--- src/rtl/tx_arbiter_if.sv ---
// Requester and transmitter handshake bundle for tx_arbiter.
// master is the arbiter side, slave is the requester/transmitter side.
interface tx_arbiter_if;
  logic       req0;
  logic [7:0] data0;
  logic       gnt0;
  logic       req1;
  logic [7:0] data1;
  logic       gnt1;
  logic       tx_ready;
  logic [7:0] tx_data;
  logic       tx_start;

  modport master (
    input  req0, data0, req1, data1, tx_ready,
    output gnt0, gnt1, tx_data, tx_start
  );

  modport slave (
    output req0, data0, req1, data1, tx_ready,
    input  gnt0, gnt1, tx_data, tx_start
  );
endinterface

--- src/rtl/tx_arbiter.sv ---
// Round-robin arbiter sharing one serial transmitter between two
// byte sources; latches the winner's byte and tracks tx_ready.
module tx_arbiter #(
  parameter int BUSY_TIMEOUT = 16,
  parameter int CNT_W        = 16
) (
  input  logic             clk,
  input  logic             rst,
  input  logic             en,
  tx_arbiter_if.master     bus,
  output logic             busy,
  output logic             owner,
  output logic             err_timeout,
  output logic [CNT_W-1:0] frame_cnt
);

  localparam int TW = $clog2(BUSY_TIMEOUT + 1);

  typedef enum logic [1:0] {
    IDLE,
    WAIT_BUSY,
    WAIT_DONE
  } state_t;

  state_t        state;
  logic [TW-1:0] to_cnt;
  logic [TW-1:0] to_nxt;
  logic          rr_ptr;
  logic          grant;
  logic          win;

  always_comb begin
    grant  = en & bus.tx_ready & (bus.req0 | bus.req1);
    win    = (bus.req0 & bus.req1) ? rr_ptr : bus.req1;
    to_nxt = to_cnt + TW'(1);
  end

  always_ff @(posedge clk) begin
    if (rst) begin
      state        <= IDLE;
      to_cnt       <= '0;
      rr_ptr       <= 1'b0;
      bus.tx_data  <= '0;
      bus.tx_start <= 1'b0;
      bus.gnt0     <= 1'b0;
      bus.gnt1     <= 1'b0;
      busy         <= 1'b0;
      owner        <= 1'b0;
      err_timeout  <= 1'b0;
      frame_cnt    <= '0;
    end else begin
      bus.tx_start <= 1'b0;
      bus.gnt0     <= 1'b0;
      bus.gnt1     <= 1'b0;
      unique case (state)
        IDLE: begin
          if (grant) begin
            bus.tx_data  <= win ? bus.data1 : bus.data0;
            bus.tx_start <= 1'b1;
            bus.gnt0     <= ~win;
            bus.gnt1     <= win;
            owner        <= win;
            rr_ptr       <= ~win;
            to_cnt       <= '0;
            state        <= WAIT_BUSY;
            busy         <= 1'b1;
          end
        end
        WAIT_BUSY: begin
          if (!bus.tx_ready) begin
            state <= WAIT_DONE;
          end else if (to_nxt == TW'(BUSY_TIMEOUT)) begin
            // Launch never taken: give up without counting or retrying.
            err_timeout <= 1'b1;
            state       <= IDLE;
            busy        <= 1'b0;
          end else begin
            to_cnt <= to_nxt;
          end
        end
        WAIT_DONE: begin
          if (bus.tx_ready) begin
            frame_cnt <= frame_cnt + CNT_W'(1);
            state     <= IDLE;
            busy      <= 1'b0;
          end
        end
        default: begin
          state <= IDLE;
          busy  <= 1'b0;
        end
      endcase
    end
  end

endmodule
--- src/flat_wrapper.sv ---
// flat-port wrapper written by rule: the top's interface ports become plain ports
module tx_arbiter_flat 
#(
  parameter int BUSY_TIMEOUT = 16,
  parameter int CNT_W        = 16
)
  (clk, rst, en, busy, owner, err_timeout, frame_cnt, bus_req0, bus_data0, bus_req1, bus_data1, bus_tx_ready, bus_gnt0, bus_gnt1, bus_tx_data, bus_tx_start);
  tx_arbiter_if bus_i ();
  input  logic clk;
  input  logic rst;
  input  logic en;
  output logic busy;
  output logic owner;
  output logic err_timeout;
  output logic [CNT_W-1:0] frame_cnt;
  input wire logic [$bits(bus_i.req0)-1:0] bus_req0;
  input wire logic [$bits(bus_i.data0)-1:0] bus_data0;
  input wire logic [$bits(bus_i.req1)-1:0] bus_req1;
  input wire logic [$bits(bus_i.data1)-1:0] bus_data1;
  input wire logic [$bits(bus_i.tx_ready)-1:0] bus_tx_ready;
  output wire logic [$bits(bus_i.gnt0)-1:0] bus_gnt0;
  output wire logic [$bits(bus_i.gnt1)-1:0] bus_gnt1;
  output wire logic [$bits(bus_i.tx_data)-1:0] bus_tx_data;
  output wire logic [$bits(bus_i.tx_start)-1:0] bus_tx_start;
  assign bus_i.req0 = bus_req0;
  assign bus_i.data0 = bus_data0;
  assign bus_i.req1 = bus_req1;
  assign bus_i.data1 = bus_data1;
  assign bus_i.tx_ready = bus_tx_ready;
  assign bus_gnt0 = bus_i.gnt0;
  assign bus_gnt1 = bus_i.gnt1;
  assign bus_tx_data = bus_i.tx_data;
  assign bus_tx_start = bus_i.tx_start;
  tx_arbiter #(.BUSY_TIMEOUT(BUSY_TIMEOUT), .CNT_W(CNT_W)) u_core (.clk(clk), .rst(rst), .en(en), .bus(bus_i), .busy(busy), .owner(owner), .err_timeout(err_timeout), .frame_cnt(frame_cnt));
endmodule
--- config.mk ---
export PLATFORM = sky130hd
export DESIGN_NAME = tx_arbiter_flat
export DESIGN_NICKNAME = d
export VERILOG_FILES = /design/src/rtl/tx_arbiter_if.sv /design/src/rtl/tx_arbiter.sv /design/src/flat_wrapper.sv
export SDC_FILE = /design/constraint.sdc
export NUM_CORES = 1
export LEC_CHECK = 0
export ABC_AREA = 1
export CAP_MARGIN = 25
export CELL_PAD_IN_SITES_DETAIL_PLACEMENT = 1
export CELL_PAD_IN_SITES_GLOBAL_PLACEMENT = 1
export CORE_MARGIN = 4
export CORE_UTILIZATION = 26
export CTS_BUF_LIST = sky130_fd_sc_hd__clkbuf_8
export DETAILED_ROUTE_END_ITERATION = 10
export GPL_TIMING_DRIVEN = 0
export PLACE_DENSITY = 0.68
export SYNTH_ARGS = -nofsm -noshare
export SYNTH_HDL_FRONTEND = slang
export SYNTH_SLANG_ARGS = --single-unit
--- constraint.sdc ---
create_clock -name clk -period 2.7 [get_ports clk]
set_clock_uncertainty 0.2 [all_clocks]
set_input_delay 0.675 -clock clk [delete_from_list [all_inputs] [get_ports clk]]
set_output_delay 0.675 -clock clk [all_outputs]
set_load 0.05 [all_outputs]
==> impl_metrics.tcl <==
set metrics [dict create \
    path_clk_slew_ps 80 \
    antenna_found_initial 0 \
    slew_viol_final 0 \
    pwr-share-comb_pct 13.9 \
    grt_pass1_vias 1885 \
    holdWs_ps 264 \
    crit_path_max_incr_delay_ps 840 \
    tns_ps 0 \
    io_buffers 50 \
    drt-initial-drc-count 58 \
    cts_setup_buffers 0 \
    status "finished clean" \
    die_h_um 94.4 \
    dp_hpwl_um 4180 \
    synth-edff-count 0 \
    grt.total_usage_pct 12.9 \
    pwr-share-clk_pct 38.9 \
    ys_ff_latch 38 \
    diodes 0 \
    drc_errors 0 \
    hold_buffers 0 \
    rr_worst_depth 10 \
    cts_sinks 38 \
    critPathBufInv 1 \
    power.total_mw 1.25 \
    drive_gt1_share_pct 11.0 \
    clockBufferDepth 2 \
    avgSynthCellArea_um2 6.98 \
    synth_cell_types 33 \
    max_freq_mhz 410 \
    cpMaxStageDelayCell "clkdlybuf4s50_1" \
    rr_endpoint "u_core.to_cnt[0]" \
    vias_per_cell 4.46 \
    power.density_nw_per_um2 469 \
    crit_path_end_kind "primary output" \
    yosys_warnings 0 \
    post-route-period-util_pct 90.3 \
    crit_required_ps 1820 \
    post_cts_resized 0 \
    hp-class "register to register" \
    max-slew-margin-rel_pct 62.1 \
    instances_no_fill 435 \
    ff2ff_setup_slack_ps 900 \
    clkLatencyLatePin_ps 290 \
    ys.flop_type "dfxtp_1" \
    min_period_ps 2440 \
    rr_startpoint "u_core.to_cnt[0]" \
    io-pin-count 52 \
    cp_top_family "buffers and inverters" \
    syn2layout_area_growth_pct 37.8 \
    totalWireLength_um 5480 \
    path_max_fanout 5 \
    grt_setup_unrepaired "false" \
    hold_violations 0 \
    core_area_um2 7250 \
    vdd.ir_drop.worst_mv 0.184 \
    final_antenna_net_count 0 \
    ys_seq_area_share_pct 39.2 \
    fin_nets 359 \
    grt_overflow 0 \
    critPathLaunchType "register" \
    syn_nets 302 \
    initial_utilization_pct 26.7 \
    place_inst 427 \
    gp_congestion 0.744 \
    setup_viol 0 \
    synth.area.top_cells "dfxtp_1 (39%), nand2_1 (18%), nor2_1 (6.2%)" \
    synth_cells 278 \
    yosys.area.top_type "dfxtp_1" \
    syn_area_um2 1940 \
    arrival_ps 1560 \
    switching_power_mw 0.333 \
    cts-root-buf "clkbuf_8" \
    synth_commonest_cells "nand2_1 (92), dfxtp_1 (38), nor2_1 (32), inv_1 (20), a21oi_1 (17)" \
    switching_share_pct 26.6 \
    crit_chain "clkdlybuf4s50_1" \
    grt_first_pass_wirelength_um 9050 \
    rows 31 \
    grt_start_max_net_pins 13 \
    cap_viol_max_count 0 \
    tightest_slew_ps 568 \
    hold-path-endpoint "u_core.rr_ptr" \
    yosys.cell_count.top_type "nand2_1" \
    synth_top_area_share_pct 39.2 \
    worstSetupPathType "register to primary output" \
    die_x_um 94.4 \
    dieArea_um2 8900 \
    ctsHtreeMaxLevel 2 \
    cts_made_buffers 5 \
    hold-path-cell-count 2 \
    drt-pass1-iter-count 4 \
    p_int_mw 0.920 \
    cts_tree "yes" \
    async_reset_ff_share_pct 0 \
    fillers 939 \
    num_vias 1940 \
    wl_per_cell_um 12.6 \
    seqPwrFrac_pct 47.3 \
    hp-start "u_core.rr_ptr" \
    p_leak_nw 0.927 \
]
==> flip-flops by register name, summed over array words and instances (netlist names) <==
name                 cells
u_core.bus.tx_data       8
u_core.bus.gnt0          1
u_core.busy              1
u_core.bus.gnt1          1
u_core.frame_cnt        16
u_core.state             2
u_core.bus.tx_start      1
u_core.owner             1
u_core.err_timeout       1
u_core.rr_ptr            1
u_core.to_cnt            5
==> cell families after synthesis <==
| logic type | count (synthesis) | synth area share, % |
|---|---|---|
| AOI/OAI and AO/OA | 37 | 10.8 |
| xor gates and xnor gates | 6 | 2.71 |
| adders and majority gates | 2 | 1.29 |
| DFF | 38 | 39.2 |
| buffers and inverters | 32 | 6.71 |
| and+or+nand+nor | 163 | 39.2 |
==> power groups by stage <==
stage                     clock network (mW)  logic, mW  registers [mW]
after detailed placement                   0      0.176           0.605
after floorplan                            0     0.0761           0.634
after global routing                   0.530      0.191           0.595
after CTS                              0.508      0.177           0.592
final                                  0.487      0.174           0.592
after global placement                     0      0.175           0.605
==> metal layers <==
| metal | track usage (%) | vias to the layer above | share of wire [%] |
|---|---|---|---|
| li1 | - | 1000 | - |
| met1 | 16.5 | 893 | 47 |
| met2 | 21.1 | 40 | 46 |
| met3 | 3.43 | 7 | 6.0 |
| met4 | 3.97 | 0 | 1.3 |
| met5 | 0 | - | 0 |
==> worst max-delay path by stage <==
| stage | startpoint | endpoint | depth (start not counted) |
|---|---|---|---|
| 3_5_place_dp | bus_tx_ready | u_core.bus.tx_data[1] | 7 |
| 2_1_floorplan | u_core.frame_cnt[0] | u_core.frame_cnt[6] | 7 |
| 6_report | u_core.frame_cnt[8] | frame_cnt[8] | 1 |
| 4_1_cts | u_core.frame_cnt[5] | frame_cnt[5] | 1 |
| 3_3_place_gp | bus_tx_ready | u_core.bus.tx_data[3] | 7 |
| 5_1_grt | u_core.frame_cnt[5] | frame_cnt[5] | 1 |
==> stage by stage <==
stage	cell area (um2)	utilization, %	setup WS (ps)
2_1_floorplan	1940	-	832
3_3_place_gp	2560	35.3	396
3_5_place_dp	2560	35.3	379
4_1_cts	2670	36.8	236
5_1_grt	2670	36.8	181
6_report	2670	36.8	262
==> cells in the final DEF, fill, tap and decap left out, drive strengths merged <==
cell type,count
o21ai,10
nor3,2
and2,1
xor2,4
nand2,96
a21oi,17
or2,1
clkbuf,6
nor2,39
a31o,1
buf,6
a31oi,8
inv,24
xnor2,2
dfxtp,38
a211oi,1
nand4,4
ha,2
nand3,19
clkinv,3
and3,1
bufinv,1
clkdlybuf4s50,50
==> cell type report <==
type                       count  area, um2  share of cell area (%)
sequential                    38        761                    28.5
multi-input combinational    208       1050                    39.2
clock inverter                 3       40.0                    1.50
inverter                      25       95.1                    3.56
tap                           99        124                    4.63
buffer                         7       35.0                    1.31
clock buffer                   5       68.8                    2.57
timing repair buffer          50        500                    18.7
==> worst register-to-register path: stages (launching register included) <==
cell	delay (ps)
dfxtp_1	430
ha_1	230
nand2_1	80
clkinv_2	100
nand3_2	70
nand2_2	100
nand3_2	80
nand2_1	130
nand2_2	120
nor2_1	110
nor2_1	50
Power figures use the tool's default switching activity.
